File: src/rtl/arb_pkg.sv
`default_nettype none
// ============================================================================
//  Package  : arb_pkg
//  Purpose  : Shared types and limits for the I/D memory port arbiter and the
//             round-robin picker it uses.
//  Revision : 1.0  initial release
// ============================================================================
package arb_pkg;

    // Arbiter control state: idle, or one transaction in flight.
    typedef enum logic [0:0] {
        ARB_IDLE = 1'b0,
        ARB_BUSY = 1'b1
    } arb_state_t;

    // Which CPU port owns the in-flight transaction.
    typedef enum logic [0:0] {
        SRC_I = 1'b0,
        SRC_D = 1'b1
    } arb_src_t;

    // Largest memory read latency the arbiter supports.
    localparam int MEM_LAT_MAX = 4;

    // True when a memory latency value is within the supported range.
    function automatic logic lat_legal(input int lat);
        return (lat >= 1) && (lat <= MEM_LAT_MAX);
    endfunction

endpackage
`default_nettype wire

File: src/rtl/rr_pick2.sv
`default_nettype none
// ============================================================================
//  Module   : rr_pick2
//  Purpose  : Combinational two-way round-robin pick. A lone requester wins;
//             when both request, the side that was not served last wins.
//  Revision : 1.0  initial release
// ============================================================================
module rr_pick2
    import arb_pkg::*;
(
    input  logic     req_i,
    input  logic     req_d,
    input  arb_src_t last_src,
    output logic     gnt_i,
    output logic     gnt_d
);

    // Pick at most one winner; conflict is resolved against the last winner.
    always_comb begin
        gnt_i = 1'b0;
        gnt_d = 1'b0;
        if (req_i && req_d) begin
            if (last_src == SRC_I) begin
                gnt_d = 1'b1;
            end else begin
                gnt_i = 1'b1;
            end
        end else begin
            gnt_i = req_i;
            gnt_d = req_d;
        end
    end

endmodule
`default_nettype wire

File: src/rtl/mem_port_arbiter.sv
`default_nettype none
// ============================================================================
//  Module   : mem_port_arbiter
//  Purpose  : Shares one single-ported synchronous memory between the CPU
//             fetch port (I) and load/store port (D). One transaction in
//             flight, round-robin on conflict, fixed read latency MEM_LAT.
//  Revision : 1.0  initial release
// ============================================================================
module mem_port_arbiter
    import arb_pkg::*;
#(
    parameter int AW      = 32,
    parameter int DW      = 32,
    parameter int MEM_LAT = 1
)(
    input  logic          clk,
    input  logic          clrn,
    // fetch port
    input  logic          i_req,
    input  logic [AW-1:0] i_addr,
    output logic          i_gnt,
    output logic          i_rvalid,
    output logic [DW-1:0] i_rdata,
    // load/store port
    input  logic          d_req,
    input  logic          d_we,
    input  logic [AW-1:0] d_addr,
    input  logic [DW-1:0] d_wdata,
    output logic          d_gnt,
    output logic          d_rvalid,
    output logic [DW-1:0] d_rdata,
    // memory port
    output logic          m_en,
    output logic          m_we,
    output logic [AW-1:0] m_addr,
    output logic [DW-1:0] m_wdata,
    input  logic [DW-1:0] m_rdata
);

    // Counter just wide enough to reach MEM_LAT; guarded so an illegal
    // MEM_LAT still elaborates far enough to report the error below.
    localparam int                c_cnt_w = (MEM_LAT < 1) ? 1 : $clog2(MEM_LAT + 1);
    localparam logic [c_cnt_w-1:0] c_lat  = c_cnt_w'(MEM_LAT);
    localparam logic [c_cnt_w-1:0] c_one  = c_cnt_w'(1);

    generate
        if (!lat_legal(MEM_LAT)) begin : g_lat_check
            $error("mem_port_arbiter: MEM_LAT=%0d outside 1..%0d", MEM_LAT, MEM_LAT_MAX);
        end
    endgenerate

    arb_state_t          r_state;
    arb_state_t          w_next_state;
    logic [c_cnt_w-1:0]  r_count;
    logic [c_cnt_w-1:0]  w_next_count;
    arb_src_t            r_src;
    arb_src_t            r_last;
    logic                r_we;
    logic [DW-1:0]       r_i_rdata;
    logic [DW-1:0]       r_d_rdata;

    logic                w_complete;
    logic                w_slot;
    logic                w_pick_i;
    logic                w_pick_d;
    logic                w_gnt_i;
    logic                w_gnt_d;
    logic                w_issue;
    arb_src_t            w_issue_src;

    // The completion cycle doubles as an issue slot so back-to-back
    // transactions run at one per MEM_LAT cycles. Grants are held off while
    // reset is asserted because the slot itself is purely combinational.
    assign w_complete  = (r_state == ARB_BUSY) && (r_count == c_lat);
    assign w_slot      = clrn && ((r_state == ARB_IDLE) || w_complete);

    rr_pick2 u_pick (
        .req_i    (i_req),
        .req_d    (d_req),
        .last_src (r_last),
        .gnt_i    (w_pick_i),
        .gnt_d    (w_pick_d)
    );

    assign w_gnt_i     = w_slot && w_pick_i;
    assign w_gnt_d     = w_slot && w_pick_d;
    assign w_issue     = w_gnt_i || w_gnt_d;
    assign w_issue_src = w_gnt_d ? SRC_D : SRC_I;

    assign i_gnt    = w_gnt_i;
    assign d_gnt    = w_gnt_d;
    assign i_rvalid = w_complete && (r_src == SRC_I);
    assign d_rvalid = w_complete && (r_src == SRC_D);
    assign i_rdata  = r_i_rdata;
    assign d_rdata  = r_d_rdata;

    // State register.
    always_ff @(posedge clk or negedge clrn) begin
        if (!clrn) begin
            r_state <= ARB_IDLE;
        end else begin
            r_state <= w_next_state;
        end
    end

    // Next-state and latency counter: count restarts at 1 on every issue and
    // returns to 0 when the arbiter drops back to idle, so it never wraps.
    always_comb begin
        w_next_state = r_state;
        w_next_count = r_count;
        case (r_state)
            ARB_IDLE: begin
                if (w_issue) begin
                    w_next_state = ARB_BUSY;
                    w_next_count = c_one;
                end
            end
            ARB_BUSY: begin
                if (w_complete) begin
                    if (w_issue) begin
                        w_next_count = c_one;
                    end else begin
                        w_next_state = ARB_IDLE;
                        w_next_count = '0;
                    end
                end else begin
                    w_next_count = r_count + c_one;
                end
            end
        endcase
    end

    // Memory command mux: driven from the granted port, zero when idle.
    always_comb begin
        m_en    = w_issue;
        m_we    = 1'b0;
        m_addr  = '0;
        m_wdata = '0;
        if (w_gnt_i) begin
            m_addr  = i_addr;
        end else if (w_gnt_d) begin
            m_we    = d_we;
            m_addr  = d_addr;
            m_wdata = d_wdata;
        end
    end

    // Transaction context captured at issue; r_last steers the next conflict.
    // D side is favoured out of reset by recording I as the last winner.
    always_ff @(posedge clk or negedge clrn) begin
        if (!clrn) begin
            r_count <= '0;
            r_src   <= SRC_I;
            r_we    <= 1'b0;
            r_last  <= SRC_I;
        end else begin
            r_count <= w_next_count;
            if (w_issue) begin
                r_src  <= w_issue_src;
                r_we   <= w_gnt_d && d_we;
                r_last <= w_issue_src;
            end
        end
    end

    // Response data capture; a store completion leaves d_rdata untouched.
    always_ff @(posedge clk or negedge clrn) begin
        if (!clrn) begin
            r_i_rdata <= '0;
            r_d_rdata <= '0;
        end else if (w_complete) begin
            if (r_src == SRC_I) begin
                r_i_rdata <= m_rdata;
            end else if (!r_we) begin
                r_d_rdata <= m_rdata;
            end
        end
    end

endmodule
`default_nettype wire
File: config.mk
export PLATFORM = sky130hd
export DESIGN_NAME = mem_port_arbiter
export DESIGN_NICKNAME = d
export VERILOG_FILES = /design/src/rtl/arb_pkg.sv /design/src/rtl/rr_pick2.sv /design/src/rtl/mem_port_arbiter.sv
export SDC_FILE = /design/constraint.sdc
export NUM_CORES = 1
export LEC_CHECK = 0
export ABC_AREA = 1
export CAP_MARGIN = 10
export CORE_AREA = 2 2 105 107
export DETAILED_ROUTE_END_ITERATION = 10
export DIE_AREA = 0 0 107 109
export DONT_BUFFER_PORTS = 1
export GPL_TIMING_DRIVEN = 0
export PLACE_DENSITY_LB_ADDON = 0.08
export RECOVER_POWER = 50
export SYNTH_ARGS = -nofsm -noshare
export SYNTH_HDL_FRONTEND = slang
export SYNTH_SLANG_ARGS = --single-unit
File: constraint.sdc
create_clock -name clk -period 1.25 [get_ports clk]
set_clock_uncertainty 0.15 [all_clocks]
set_input_delay 0.25 -clock clk [delete_from_list [all_inputs] [get_ports clk]]
set_output_delay 0.25 -clock clk [all_outputs]
set_load 0.05 [all_outputs]
After elaboration in Yosys (flattened, before gate mapping)
Cells that the tools add are included.
{"block": "classes", "n_addsub": 1, "mul": 0, "div": 0, "n_lt_le_gt_ge": 0, "eq_ne": 1, "shifts": 0, "n_mux": 17, "bitwise_logic": 3, "reduce_logical": 12}
{"operator": "32-bit two-way mux", "count": 4}
{"operator": "1-bit two-way mux", "count": 11}
{"operator": "1-bit logical AND", "count": 8}
{"operator": "1-bit one-hot mux with 2 select lines", "count": 2}
{"operator": "1-bit NOT", "count": 3}
{"operator": "3-bit AND reduction", "count": 1}
{"operator": "1-bit logical OR", "count": 2}
{"operator": "2-bit inequality test, second input constant", "count": 1}
{"operator": "2-bit AND reduction", "count": 1}
{"operator": "1-bit adder, second input constant", "count": 1}
{"block": "totals", "register_bits": 68, "latch_bits": 0, "ramBits": 0, "rom_bits": 0, "output_inout_bits": 134, "wordCells": 40, "n_memories": 0}

Depth between registers and ports, before layout
{"block": "depth", "ltp_word": 8, "depth_mapped": 7, "ltp_nobuf": 6}

Hierarchy
Synthesis repeated with hierarchy kept, for this count alone.
{"block": "unflattened", "cells_unflattened": 452, "area_unflattened_um2": 3667.3}
{"module": "mem_port_arbiter", "instances": 1, "cells_each": 447, "area_per_inst_um2": 3646.0, "seq_area_each_um2": 1701.6}
{"module": "rr_pick2", "instances": 1, "cells_each": 5, "area_per_inst_um2": 21.3, "seq_area_each_um2": 0.0}

Worst setup path after synthesis
OpenSTA, ideal clock, no wires.
{"block": "synth_path", "path_kind": "register -> output", "startpoint": "register r_state", "endpoint": "output port m_wdata[0]", "t_arrival_ns": 1.480, "setup_slack_ns": -0.630, "path_stages_with_launch": 5, "path_buffers": 1, "path_cell_list": "dfrtp_1 -> a21oi_2 -> nand2_2 -> buf_2 -> nor2_1"}
{"block": "synth_between", "elab_chain_len": 6, "elab_cells_between_ends": 8, "classes_between": "2 x mux; 1 x bitwise; 5 x reduce/logical"}
{"element": "start, declared", "line_no": "mem_port_arbiter.sv:52", "source": "arb_state_t r_state;"}
{"element": "start signal, assigned", "line_no": "mem_port_arbiter.sv:102", "source": "r_state <= w_next_state;"}
{"element": "1-bit logical AND / 1-bit NOT (equally long branches)"}
{"element": "1-bit logical OR (*)", "line_no": "mem_port_arbiter.sv:75", "source": "assign w_slot = clrn && ((r_state == ARB_IDLE) || w_complete);"}
{"element": "1-bit logical AND (*)", "line_no": "mem_port_arbiter.sv:75"}
{"element": "1-bit logical AND", "line_no": "mem_port_arbiter.sv:86", "source": "assign w_gnt_d = w_slot && w_pick_d;"}
{"element": "32-bit two-way mux", "line_no": "mem_port_arbiter.sv:141", "source": "end else if (w_gnt_d) begin"}
{"element": "32-bit two-way mux (*)", "line_no": "mem_port_arbiter.sv:139", "source": "if (w_gnt_i) begin"}
{"element": "end, declared", "line_no": "mem_port_arbiter.sv:36", "source": "output logic [DW-1:0] m_wdata,"}
Every way passes the cells marked *; elsewhere a longest branch is shown, timed or not.

Worst setup path after layout
{"block": "layout_path", "startpoint": "register r_state", "endpoint": "output port m_wdata[9]"}
The elaborated chain is that of the path after synthesis.

==> flow_summary.ini <==
[critical_path]
path_cells = a21oi_4, nand2_4, buf_12, buf_16, nor2_4
slowest_delay_ps = 420
crit_slowest_cell = dfrtp_1
crit_type = reg2out
critPathCaptureType = primary output
crit_fanout = 9
worst-endpoint-arrival_ps = 1680
required_ps = 850
start_kind = flip-flop
regToRegSetupSlack_ps = -260

[die]
die-area_sq_um = 11700
start_util_pct = 32.4
die_y_um = 109
num_io_pins = 267
die_x_um = 107
core_sq_um = 10600
rows = 38

[grt]
grt.overflow.total = 0
grt_max_degree = 70
grt_pass1_wl_um = 16100
grt_util_all_layers_pct = 17.9
grt_pass1_vias = 2993
grt_antenna_before_repair = 0

[finish]
final_area_sq_um = 5600
finalNetCount = 638
multi_input_area_sq_um = 2100
fill_cells = 969
area_growth_pct = 63.1
regArea_sq_um = 1780
final_util_pct = 52.9
antennaDiodeCount = 0
drive_gt1_share_pct = 53.3

[detailed_routing]
routed_via_density = 4.72
drtPass1Iterations = 5
finalWirelength_um = 11000
vias = 3065
wire_per_inst_um = 16.9
drt_iter0_markers = 111
antenna_left = 0
route.detailed.drc = 0

[timing]
rsz0062_at_grt = true
setup_violations = 202
fin_ws_ps = -827
clock.fmax_mhz = 482
relSlewSlack_pct = 63.1
hold_violations = 69
period_minus_slack_ps = 2080
fin_crit_sh_pct = 166
whs_ps = -552
worstMarginPinSlew_ps = 552
drv_slew = 0

[clock_tree]
clock-sinks = 68
path_clk_slew_ps = 70
cts_tree = yes
cts_max_level = 3
clock-root-buffer = clkbuf_8
worstSkewPairLatency_ps = 330
holdBufCountCts = 32
cts_buffer_depth = 2
cts_made_buffers = 9

[power]
power_frac_seq_pct = 50.2
combinationalPowerShare_pct = 35.2
irDropWorstVdd_mv = 1.25
leakagePower_uw = 0.00264
clockPowerShare_pct = 14.5
p_sw_share_pct = 55.4
total_power_uw = 15800
powerDensity_nw_per_um2 = 2820
switching_power_uw = 8770
p_int_uw = 7050

[place]
gp_congestion = 0.783
portBuffers = 0
placed_cell_area_sq_um = 4170
detailed_place_hpwl_um = 7780
place_ws_ps = -505

[logic_synthesis]
ys_seq_area_share_pct = 49.5
synth_area_sq_um = 3440
syn-num-nets = 573
synth_cell_type_count = 21
ys_ff_latch = 68
syn_area_per_cell_sq_um = 7.81
syn_inst = 440
ys_warn_count = 0

[job]
cap_viol_max_count = 0

[run_status]
violations = hold timing, setup timing
status = finished with violations

[worst_hold_path]
hp-class = in2async
## metal layers
metal | vias to the layer above | track usage, % | part of all wire (%) | wire, um
li1 | 1449 | - | - | -
met1 | 1458 | 22.5 | 39 | 4340
met2 | 152 | 29.3 | 51 | 5620
met3 | 6 | 6.22 | 8.9 | 979
met4 | 0 | 5.10 | 0.71 | 78
met5 | - | 0 | 0 | 0
## cells in the final DEF (no fill, tap or decap), drive strengths merged
cell type and count:
nand2 170, inv 71, dfrtp 68, o21ai 64, buf 41, nor2 34, dlygate4sd3 32, clkbuf 14
bufinv 3, nand3 3, clkinv 2, clkinvlp 2, a21oi 2, a21boi 1, or2 1, nand4 1
bufbuf 1
## what timing repair did
item                                   4_1_cts  5_1_grt
endpoints found under the hold margin      133       69
setup endpoints to repair                  200      202
gates resized for setup                     88       96
gates cloned                                 4        3
setup buffers                                8        7
pin swaps                                   16       35
## worst max-delay path: cells and delay by family (launching register included)
kind / cells / cell delay, ps
simple gates: 2 / 400
compound gates: 1 / 200
flops: 1 / 420
buf+inv: 2 / 320
## power groups by stage
stage,clock (uW),sequential [uW],combinational [uW]
finish,2300,7950,5580
global route,2480,8090,6100
CTS,2370,7850,5060
detailed placement,0,7770,4420
global placement,0,7750,4330
floorplan,0,7440,3850
## cell type report
| cell class | instances | area share, % |
|---|---|---|
| well taps | 140 | 3.13 |
| clock buffers | 11 | 2.70 |
| clock inverters | 5 | 1.90 |
| inverters | 73 | 5.31 |
| multi-input cells | 276 | 37.5 |
| repair buffers | 54 | 11.1 |
| plain buffers | 23 | 6.61 |
| flip-flops and latches | 68 | 31.8 |
## final timing paths
path	from	endpoint	depth (start not counted)
min reg2reg	r_we	r_we	2
min	clrn	i_rdata[12]	0
max in group asynchronous	clrn	i_rdata[28]	0
min in group clk	d_we	r_we	2
max reg2reg	r_state	i_rdata[28]	8
max	r_state	m_wdata[9]	5
## state kept, by name, summed over array words and instances, names as in the netlist
register,flops
d_rdata,32
i_rdata,32
r_count,1
r_last,1
r_state,1
r_we,1
## synth_stat cells
master    count  area, sq um
nand2_1     167          627
a21oi_1       1         5.00
nor2_2       18          113
o21ai_0       9         45.0
a21boi_1      1         7.51
clkinv_2      1         5.00
buf_2         7         35.0
inv_1        69          259
o21ai_2      20          175
o21ai_1      35          175
or2_2         1         6.26
inv_2         3         11.3
nand4_1       1         6.26
nand3_1       3         15.0
a21oi_2       1         8.76
buf_6        12          135
nor2_1       16         60.1
clkbuf_1      1         3.75
buf_4         3         22.5
dfrtp_1      68         1700
nand2_2       3         18.8
## stage by stage
stage          setup TNS (ps)  std cells  hold slack (ps)
2_1_floorplan          -22900        440             -196
3_3_place_gp           -39530        580             -194
3_5_place_dp           -41340        580             -194
4_1_cts                -77810        640             -577
5_1_grt                -79190        650             -588
6_report               -65890        650             -552
## kinds of logic (layout without fill, tap and decap cells)
group	Yosys count	count (layout)	share of synthesized area, %
AOI/OAI and AO/OA	67	67	12.1
and+or+nand+nor	209	209	24.6
buffers and inverters	96	166	13.7
DFF	68	68	49.5
(Power assumes the default switching activity.)
